## src/rtl/multicycle_control_if.sv

```systemverilog
// Controller <-> datapath bundle for the multicycle control unit.
//   instr_valid, opcode     : fetched instruction handshake (datapath -> control)
//   zero, mem_ready         : ALU zero flag and data-memory completion
//   fetch_req .. mem_write  : single-bit datapath strobes (control -> datapath)
//   pc_src, alu_op          : PC source select and ALU function select
//   state                   : current controller state encoding
//   illegal_op, mem_timeout : sticky error flags
// master = controller side, slave = datapath side.
interface multicycle_control_if #(
  parameter int OPCODE_W = 4,
  parameter int ALU_OP_W = 2
);
  logic                instr_valid;
  logic [OPCODE_W-1:0] opcode;
  logic                zero;
  logic                mem_ready;
  logic                fetch_req;
  logic                ir_write;
  logic                pc_write;
  logic                alu_src;
  logic                reg_dst;
  logic                mem_to_reg;
  logic                reg_write;
  logic                mem_read;
  logic                mem_write;
  logic [1:0]          pc_src;
  logic [ALU_OP_W-1:0] alu_op;
  logic [2:0]          state;
  logic                illegal_op;
  logic                mem_timeout;

  modport master (
    input  instr_valid, opcode, zero, mem_ready,
    output fetch_req, ir_write, pc_write, alu_src, reg_dst, mem_to_reg,
           reg_write, mem_read, mem_write, pc_src, alu_op, state,
           illegal_op, mem_timeout
  );

  modport slave (
    output instr_valid, opcode, zero, mem_ready,
    input  fetch_req, ir_write, pc_write, alu_src, reg_dst, mem_to_reg,
           reg_write, mem_read, mem_write, pc_src, alu_op, state,
           illegal_op, mem_timeout
  );
endinterface

```

## src/rtl/multicycle_control.sv

```systemverilog
// Multicycle processor control FSM: FETCH -> DECODE -> EXEC -> [MEM] -> [WB].
// Ports:
//   clk   : single clock, rising edge
//   reset : synchronous, active-high
//   bus   : multicycle_control_if.master (instruction handshake, flags in,
//           datapath strobes, state and sticky error flags out)
// Parameters: OPCODE_W (opcode width), ALU_OP_W (alu_op width),
//             MEM_TIMEOUT (max MEM wait cycles before error).
module multicycle_control #(
  parameter int OPCODE_W    = 4,
  parameter int ALU_OP_W    = 2,
  parameter int MEM_TIMEOUT = 15
) (
  input  logic                          clk,
  input  logic                          reset,
  multicycle_control_if.master          bus
);

  localparam int CNT_W = $clog2(MEM_TIMEOUT + 1);

  typedef enum logic [2:0] {
    FETCH  = 3'd0,
    DECODE = 3'd1,
    EXEC   = 3'd2,
    MEM    = 3'd3,
    WB     = 3'd4,
    ERROR  = 3'd5
  } state_e;

  typedef enum logic [2:0] {
    C_LW, C_SW, C_DP, C_BEQ, C_BNE, C_J, C_ILL
  } op_class_e;

  state_e              state_q, state_d;
  logic [OPCODE_W-1:0] ir_q, ir_d;
  logic [CNT_W-1:0]    cnt_q, cnt_d;
  logic                illegal_q, illegal_d;
  logic                timeout_q, timeout_d;
  op_class_e           cls;

  // Any set bit above bit 3 makes the opcode illegal regardless of low nibble.
  always_comb begin
    cls = C_ILL;
    if ((ir_q >> 4) == '0) begin
      case (ir_q[3:0])
        4'd0:                         cls = C_LW;
        4'd1:                         cls = C_SW;
        4'd2, 4'd3, 4'd4, 4'd5,
        4'd6, 4'd7, 4'd8, 4'd9:       cls = C_DP;
        4'd11:                        cls = C_BEQ;
        4'd12:                        cls = C_BNE;
        4'd13:                        cls = C_J;
        default:                      cls = C_ILL;
      endcase
    end
  end

  always_ff @(posedge clk) begin
    if (reset) begin
      state_q   <= FETCH;
      ir_q      <= '0;
      cnt_q     <= '0;
      illegal_q <= 1'b0;
      timeout_q <= 1'b0;
    end else begin
      state_q   <= state_d;
      ir_q      <= ir_d;
      cnt_q     <= cnt_d;
      illegal_q <= illegal_d;
      timeout_q <= timeout_d;
    end
  end

  always_comb begin
    state_d   = state_q;
    ir_d      = ir_q;
    cnt_d     = cnt_q;
    illegal_d = illegal_q;
    timeout_d = timeout_q;
    case (state_q)
      FETCH: begin
        if (bus.instr_valid) begin
          ir_d    = bus.opcode;
          state_d = DECODE;
        end
      end
      DECODE: begin
        if (cls == C_ILL) begin
          illegal_d = 1'b1;
          state_d   = ERROR;
        end else begin
          state_d = EXEC;
        end
      end
      EXEC: begin
        case (cls)
          C_LW, C_SW: begin
            cnt_d   = '0;
            state_d = MEM;
          end
          C_DP:    state_d = WB;
          C_ILL:   state_d = ERROR;
          default: state_d = FETCH;
        endcase
      end
      MEM: begin
        // cnt_q counts completed wait cycles, so the MEM_TIMEOUT-th MEM cycle
        // sees MEM_TIMEOUT-1; mem_ready in that cycle still completes.
        if (bus.mem_ready) begin
          state_d = (cls == C_LW) ? WB : FETCH;
        end else if (cnt_q == CNT_W'(MEM_TIMEOUT - 1)) begin
          timeout_d = 1'b1;
          state_d   = ERROR;
        end else begin
          cnt_d = cnt_q + 1'b1;
        end
      end
      WB:      state_d = FETCH;
      ERROR:   state_d = ERROR;
      default: state_d = ERROR;
    endcase
  end

  always_comb begin
    bus.fetch_req   = 1'b0;
    bus.ir_write    = 1'b0;
    bus.pc_write    = 1'b0;
    bus.alu_src     = 1'b0;
    bus.reg_dst     = 1'b0;
    bus.mem_to_reg  = 1'b0;
    bus.reg_write   = 1'b0;
    bus.mem_read    = 1'b0;
    bus.mem_write   = 1'b0;
    bus.pc_src      = 2'b00;
    bus.alu_op      = '0;
    bus.state       = state_q;
    bus.illegal_op  = illegal_q;
    bus.mem_timeout = timeout_q;
    if (reset) begin
      // Idle FETCH view while reset is held, independent of registered state.
      bus.fetch_req   = 1'b1;
      bus.state       = FETCH;
      bus.illegal_op  = 1'b0;
      bus.mem_timeout = 1'b0;
    end else begin
      case (state_q)
        FETCH: begin
          bus.fetch_req = 1'b1;
          if (bus.instr_valid) begin
            bus.ir_write = 1'b1;
            bus.pc_write = 1'b1;
          end
        end
        EXEC: begin
          case (cls)
            C_LW, C_SW: begin
              bus.alu_src = 1'b1;
            end
            C_DP: begin
              bus.alu_op = ALU_OP_W'(2'b10);
            end
            C_BEQ, C_BNE: begin
              bus.alu_op = ALU_OP_W'(2'b01);
              if ((cls == C_BEQ && bus.zero) || (cls == C_BNE && !bus.zero)) begin
                bus.pc_write = 1'b1;
                bus.pc_src   = 2'b01;
              end
            end
            C_J: begin
              bus.pc_write = 1'b1;
              bus.pc_src   = 2'b10;
            end
            default: ;
          endcase
        end
        MEM: begin
          bus.alu_src   = 1'b1;
          bus.mem_read  = (cls == C_LW);
          bus.mem_write = (cls == C_SW);
        end
        WB: begin
          bus.reg_write  = 1'b1;
          bus.mem_to_reg = (cls == C_LW);
          bus.reg_dst    = (cls == C_DP);
        end
        default: ;
      endcase
    end
  end

endmodule

```

## src/flat_wrapper.sv

```systemverilog
// flat-port wrapper written by rule: the top's interface ports become plain ports
module multicycle_control_flat 
#(
  parameter int OPCODE_W    = 4,
  parameter int ALU_OP_W    = 2,
  parameter int MEM_TIMEOUT = 15
)
  (clk, reset, bus_instr_valid, bus_opcode, bus_zero, bus_mem_ready, bus_fetch_req, bus_ir_write, bus_pc_write, bus_alu_src, bus_reg_dst, bus_mem_to_reg, bus_reg_write, bus_mem_read, bus_mem_write, bus_pc_src, bus_alu_op, bus_state, bus_illegal_op, bus_mem_timeout);
  multicycle_control_if #(.OPCODE_W(OPCODE_W), .ALU_OP_W(ALU_OP_W)) bus_i ();
  input  logic clk;
  input  logic reset;
  input wire logic [$bits(bus_i.instr_valid)-1:0] bus_instr_valid;
  input wire logic [$bits(bus_i.opcode)-1:0] bus_opcode;
  input wire logic [$bits(bus_i.zero)-1:0] bus_zero;
  input wire logic [$bits(bus_i.mem_ready)-1:0] bus_mem_ready;
  output wire logic [$bits(bus_i.fetch_req)-1:0] bus_fetch_req;
  output wire logic [$bits(bus_i.ir_write)-1:0] bus_ir_write;
  output wire logic [$bits(bus_i.pc_write)-1:0] bus_pc_write;
  output wire logic [$bits(bus_i.alu_src)-1:0] bus_alu_src;
  output wire logic [$bits(bus_i.reg_dst)-1:0] bus_reg_dst;
  output wire logic [$bits(bus_i.mem_to_reg)-1:0] bus_mem_to_reg;
  output wire logic [$bits(bus_i.reg_write)-1:0] bus_reg_write;
  output wire logic [$bits(bus_i.mem_read)-1:0] bus_mem_read;
  output wire logic [$bits(bus_i.mem_write)-1:0] bus_mem_write;
  output wire logic [$bits(bus_i.pc_src)-1:0] bus_pc_src;
  output wire logic [$bits(bus_i.alu_op)-1:0] bus_alu_op;
  output wire logic [$bits(bus_i.state)-1:0] bus_state;
  output wire logic [$bits(bus_i.illegal_op)-1:0] bus_illegal_op;
  output wire logic [$bits(bus_i.mem_timeout)-1:0] bus_mem_timeout;
  assign bus_i.instr_valid = bus_instr_valid;
  assign bus_i.opcode = bus_opcode;
  assign bus_i.zero = bus_zero;
  assign bus_i.mem_ready = bus_mem_ready;
  assign bus_fetch_req = bus_i.fetch_req;
  assign bus_ir_write = bus_i.ir_write;
  assign bus_pc_write = bus_i.pc_write;
  assign bus_alu_src = bus_i.alu_src;
  assign bus_reg_dst = bus_i.reg_dst;
  assign bus_mem_to_reg = bus_i.mem_to_reg;
  assign bus_reg_write = bus_i.reg_write;
  assign bus_mem_read = bus_i.mem_read;
  assign bus_mem_write = bus_i.mem_write;
  assign bus_pc_src = bus_i.pc_src;
  assign bus_alu_op = bus_i.alu_op;
  assign bus_state = bus_i.state;
  assign bus_illegal_op = bus_i.illegal_op;
  assign bus_mem_timeout = bus_i.mem_timeout;
  multicycle_control #(.OPCODE_W(OPCODE_W), .ALU_OP_W(ALU_OP_W), .MEM_TIMEOUT(MEM_TIMEOUT)) u_core (.clk(clk), .reset(reset), .bus(bus_i));
endmodule
```

## config.mk

```make
export PLATFORM = sky130hd
export DESIGN_NAME = multicycle_control_flat
export DESIGN_NICKNAME = d
export VERILOG_FILES = /design/src/rtl/multicycle_control_if.sv /design/src/rtl/multicycle_control.sv /design/src/flat_wrapper.sv
export SDC_FILE = /design/constraint.sdc
export NUM_CORES = 1
export LEC_CHECK = 0
export CORE_UTILIZATION = 40
export CTS_CLUSTER_SIZE = 8
export DETAILED_ROUTE_END_ITERATION = 12
export GPL_ROUTABILITY_DRIVEN = 0
export MAX_ROUTING_LAYER = met4
export PLACE_DENSITY = 0.69
export SLEW_MARGIN = 20
export SYNTH_ARGS = -nofsm -noshare
export SYNTH_HDL_FRONTEND = slang
export SYNTH_SLANG_ARGS = --single-unit
```

## constraint.sdc

```tcl
create_clock -name clk -period 1.8 [get_ports clk]
set_clock_uncertainty 0.05 [all_clocks]
set_input_delay 0.36 -clock clk [delete_from_list [all_inputs] [get_ports clk]]
set_output_delay 0.36 -clock clk [all_outputs]
set_load 0.05 [all_outputs]
```

* Word-level counts from Yosys, hierarchy flattened
Memories as Yosys holds them, arrays and structs flattened. A register that Yosys moved wholly into a read port is not among the register bits. Index checks and enable logic that the tools add are counted.
Storage, ports and cells: bits in registers 13, memory bits (read-only) 48, bits of input ports 9, output and inout port bits 18, word-level logic and storage cells 83, memories kept 1
Cells by class: add/subtract/negate cells 1, eq/ne operators 16, multiplexer cells 45, bitwise operators 1, reductions and logical operators 14
Memory list:
- (name not given) | words 16, bits a word 3, rd ports 1, clocked after memory_dff 1, write ports 0, line multicycle_control.sv:45 | case (ir_q[3:0])
Operator list (count):
- $mux W1 | 22
- $mux W4 | 5
- $mux W3 | 6
- $pmux W3 S5 | 1
- $eq A3 B2 Y1 const B | 4
- $eq A3 B3 Y1 const B | 4
- $pmux W3 S3 | 1
- $mux W2 | 4
- $ne A2 B2 Y1 const B | 4
- $pmux W2 S2 | 2
- $pmux W4 S2 | 1
- $eq A3 B1 Y1 const B | 2
- $logic_not A3 Y1 | 2
- $pmux W1 S2 | 3
- $reduce_and A2 Y1 | 3
- $add A4 B1 Y4 const B | 1
- $eq A4 B4 Y1 const B | 1
- $reduce_and A4 Y1 | 1
- $reduce_or A2 Y1 | 2
- $ne A3 B2 Y1 const B | 1
- $reduce_and A3 Y1 | 1
- $logic_and A1 B1 Y1 | 2
- $reduce_bool A2 Y1 | 1
- $logic_not A1 Y1 | 1
- other kinds (2) | 2

* Depth between registers and ports, before layout
word-level depth 7, gate-level depth with buffers 5, depth with buffers taken out 5

* Worst setup path after synthesis
Ideal clock, no wire load.
path kind reg-to-output, from register u_core.state_q[2], to output port bus_mem_to_reg, arrival time 3.034 ns, required time 1.390 ns, path slack -1.644 ns, stages on the path, launching flop included 5, buffers on the path 1, cell sequence dfxtp_1 -> buf_2 -> nor2b_1 -> nand2_1 -> nor4_1
Between the ends: longest elaborated chain between the ends 3
RTL lines:
- from (decl) | line multicycle_control.sv:34 | state_e state_q, state_d;
- from (signal assigned) | line multicycle_control.sv:66 | state_q <= state_d;
- $eq A3 B3 Y1 | line multicycle_control.sv:146 | case (state_q)
- $mux W1 | line multicycle_control.sv:146
- $mux W1 | line multicycle_control.sv:139 | if (reset) begin
- to (decl) | line flat_wrapper.sv:21 | output wire logic [$bits(bus_i.mem_to_reg)-1:0] bus_mem_to_reg;
Every way passes these cells.

* Final worst setup path
from register u_core.state_q[1], to output port bus_pc_write
Between the ends: longest elaborated chain between the ends 3, elaborated cells on any way between the ends 4, those cells by class eq/ne (1); mux (2); reduce/logical (1)
RTL lines:
- $eq A3 B2 Y1 / $logic_not A3 Y1 (equally long branches) | line multicycle_control.sv:146
- $pmux W1 S2 * | line multicycle_control.sv:146
- $mux W1 * | line multicycle_control.sv:139
- to (decl) | line flat_wrapper.sv:18 | output wire logic [$bits(bus_i.pc_write)-1:0] bus_pc_write;
Mark *: on every way between the ends. The rest lies on a longest branch, timed or not.

==> impl_metrics.tcl <==
set metrics [dict create \
    status "finished with violations" \
    violations "negative setup slack" \
    drc 0 \
    async_flop_share 0 \
    cp.arrival_ps 1580 \
    finalSetupViolations 12 \
    grt-ovfl-total 0 \
    netSwitchingPower_mw 0.5719 \
    relSlewSlack 0.7198 \
    core_area_sq_um 2758 \
    netlist_top_cells_count "dfxtp_1 (16), nand2_1 (14), nor2_1 (11), nor2b_1 (11), nor3_1 (8)" \
    cts_hold_buf 0 \
    initial_utilization 0.4197 \
    yosysTopAreaCellShare 0.2768 \
    total_power_mw 1.471 \
    rsz0062_at_grt "yes" \
    cp_max_fo 2 \
    cp-end-kind "primary output" \
    slowest_delay_ps 570 \
    die_x_um 55.79 \
    p_leak_nw 0.7977 \
    synth_cell_type_count 48 \
    synth_area_sq_um 1157 \
    htree_levels 1 \
    cp-startpoint "u_core.state_q[1]" \
    cts_tree "yes" \
    grt_pass1_wl_mm 5.754 \
    synth_most_common_cell "dfxtp_1" \
    synthTopCellsByArea "dfxtp_1 (28%), nor2b_1 (5.9%), nand2_1 (4.5%)" \
    period_share 1.107 \
    grt_usage 0.2381 \
    clock.fmax_ghz 0.5019 \
    layout_setup_ws_ps -192.6 \
    dp_hpwl_mm 2.534 \
    powerDensity_nw_per_um2 704.3 \
    cts.sinks 16 \
    antenna_found_initial 0 \
    r2r_start "u_core.state_q[1]" \
    clockPowerShare 0.164 \
    io_buffers 26 \
    worstPathRequired_ps 1390 \
    syn_avg_cell_area_sq_um 7.927 \
    synthCells 146 \
    intPower_mw 0.8989 \
    synth_nets 157 \
    clockBufferDepth 2 \
    seq_area_frac_synth 0.2768 \
    die_height_um 55.79 \
    power_frac_seq 0.296 \
    swShare 0.3888 \
    ant_nets 0 \
    drv_slew 0 \
    syn2layout_area_growth_pct 80.43 \
    period_needed_ps 1993 \
    drv_cap 0 \
    synth-main-ff-cell "dfxtp_1" \
    fin_area_sq_um 2088 \
    min_path_type "reg -> reg" \
    drtIter0Drc 48 \
    tightest_slew_ps 416.5 \
    yosys.area.top_type "dfxtp_1" \
    clk_pin_slew_ps 100 \
    cts.root.buffer_cell "clkbuf_4" \
    min_from "u_core.ir_q[0]" \
    dr.pass1.iters 4 \
    insertedDiodeCount 0 \
    crit_type "reg -> out" \
    crit_slowest_cell "or4b_4" \
    synth_seq_cells 16 \
    wl_per_cell_um 15.70 \
    drt-vias-per-instance 5.780 \
    cp_cell_sequence "or4b_4 > nor2_4 > a31o_4 > buf_12" \
    dpl_cell_area_sq_um 1906 \
    grt_max_degree 17 \
    grt_pass1_vias 1230 \
    peakVddDrop_mv 0.6339 \
    synth_edf_count 0 \
    final_net_count 208 \
    hold_violations 0 \
    p_comb_frac 0.540 \
    drive_gt1_frac 0.4694 \
    yosysWarnings 0 \
    critPathLaunchType "flip-flop" \
    clk-insertion-delay-late_ps 290 \
    drt_wl_total_mm 3.564 \
    io_pins 27 \
    vias 1312 \
    placement_rows 19 \
    die_area_sq_um 3113 \
    cts-buffers-inserted 3 \
]
[flip-flops by register name (all words and copies together) (netlist names)]
signal / flops
u_core.state_q: 3
u_core.ir_q: 4
u_core.timeout_q: 1
u_core.cls: 3
u_core.illegal_q: 1
u_core.cnt_q: 4
[metal layers]
layer	routed length [um]	up-vias	track usage
met5	0	-	-
met4	26	0	0.09643
met3	150	6	0.03023
met2	1879	46	0.4165
met1	1508	625	0.2751
li1	-	635	-
[placed cells by master, fill, tap and decap left out, drive strengths merged, types with 4 or more instances in the layout]
| cell type | synthesis | layout |
|---|---|---|
| clkdlybuf4s50 | 0 | 5 |
| nor2b | 11 | 11 |
| inv | 4 | 4 |
| a21oi | 7 | 7 |
| clkbuf | 3 | 4 |
| nor3 | 8 | 8 |
| nor2 | 12 | 12 |
| dfxtp | 16 | 16 |
| o21ai | 6 | 6 |
| o211ai | 4 | 4 |
| nand2b | 4 | 4 |
| buf | 8 | 49 |
| nand2 | 14 | 14 |
[power by group through the flow]
stage                     Sequential [mW]  Combinational, mW  Clock (mW)
after detailed placement            0.435              0.678           0
final                               0.436              0.794       0.241
after global placement              0.432              0.664           0
after CTS                           0.430              0.702       0.247
after floorplan                     0.421              0.435           0
after global routing                0.443              0.837       0.261
[area by class of cell]
class	instances	area, sq um
multi-input cells	115	963.4
repair buffers	57	699.4
fillers	185	669.4
flip-flops and latches	16	335.3
well taps	31	38.79
clock buffers	4	36.28
inverters	4	15.01
[worst max-delay path, delay by kind of cell (launching register included)]
kind / cells / cell delay, ps
AOI/OAI and AO/OA: 1 / 120
buffers and inverters: 1 / 130
DFF: 1 / 340
and+or+nand+nor: 2 / 700
[cell families after synthesis]
logic type,synth area share
compound gates,0.2249
xor+xnor,0.01514
fa+ha+maj,0.02162
buf+inv,0.05945
flops,0.2768
simple gates,0.4022
[final timing paths]
kind                             to  slack (ps)  depth (start not counted)
setup / recovery       bus_pc_write        -190                          4
hold / removal       u_core.ir_q[0]         430                          2
setup reg to reg  u_core.state_q[0]          10                          7
hold reg to reg      u_core.ir_q[0]         430                          2
[stage by stage]
step	util	TNS [ps]	worst slack (ps)	hold WS [ps]	cells
finish	0.7573	-975.5	-192.6	426.9	227
global route	0.7573	-1486	-212.9	470.9	227
CTS	0.7160	-1426	-209.5	430.4	221
detailed placement	0.6910	-5679	-430.2	417.5	217
global placement	0.6910	-4496	-356.6	412.4	217
floorplan	-	-517.9	-180.8	379.0	146
[timing repair]
| item | 4_1_cts | 5_1_grt |
|---|---|---|
| gates resized for setup | 12 | 19 |
| setup buffers | 0 | 6 |
| pin swaps | 4 | 7 |
| endpoints found under the setup margin | 19 | 12 |
(Power assumes the default switching activity.)
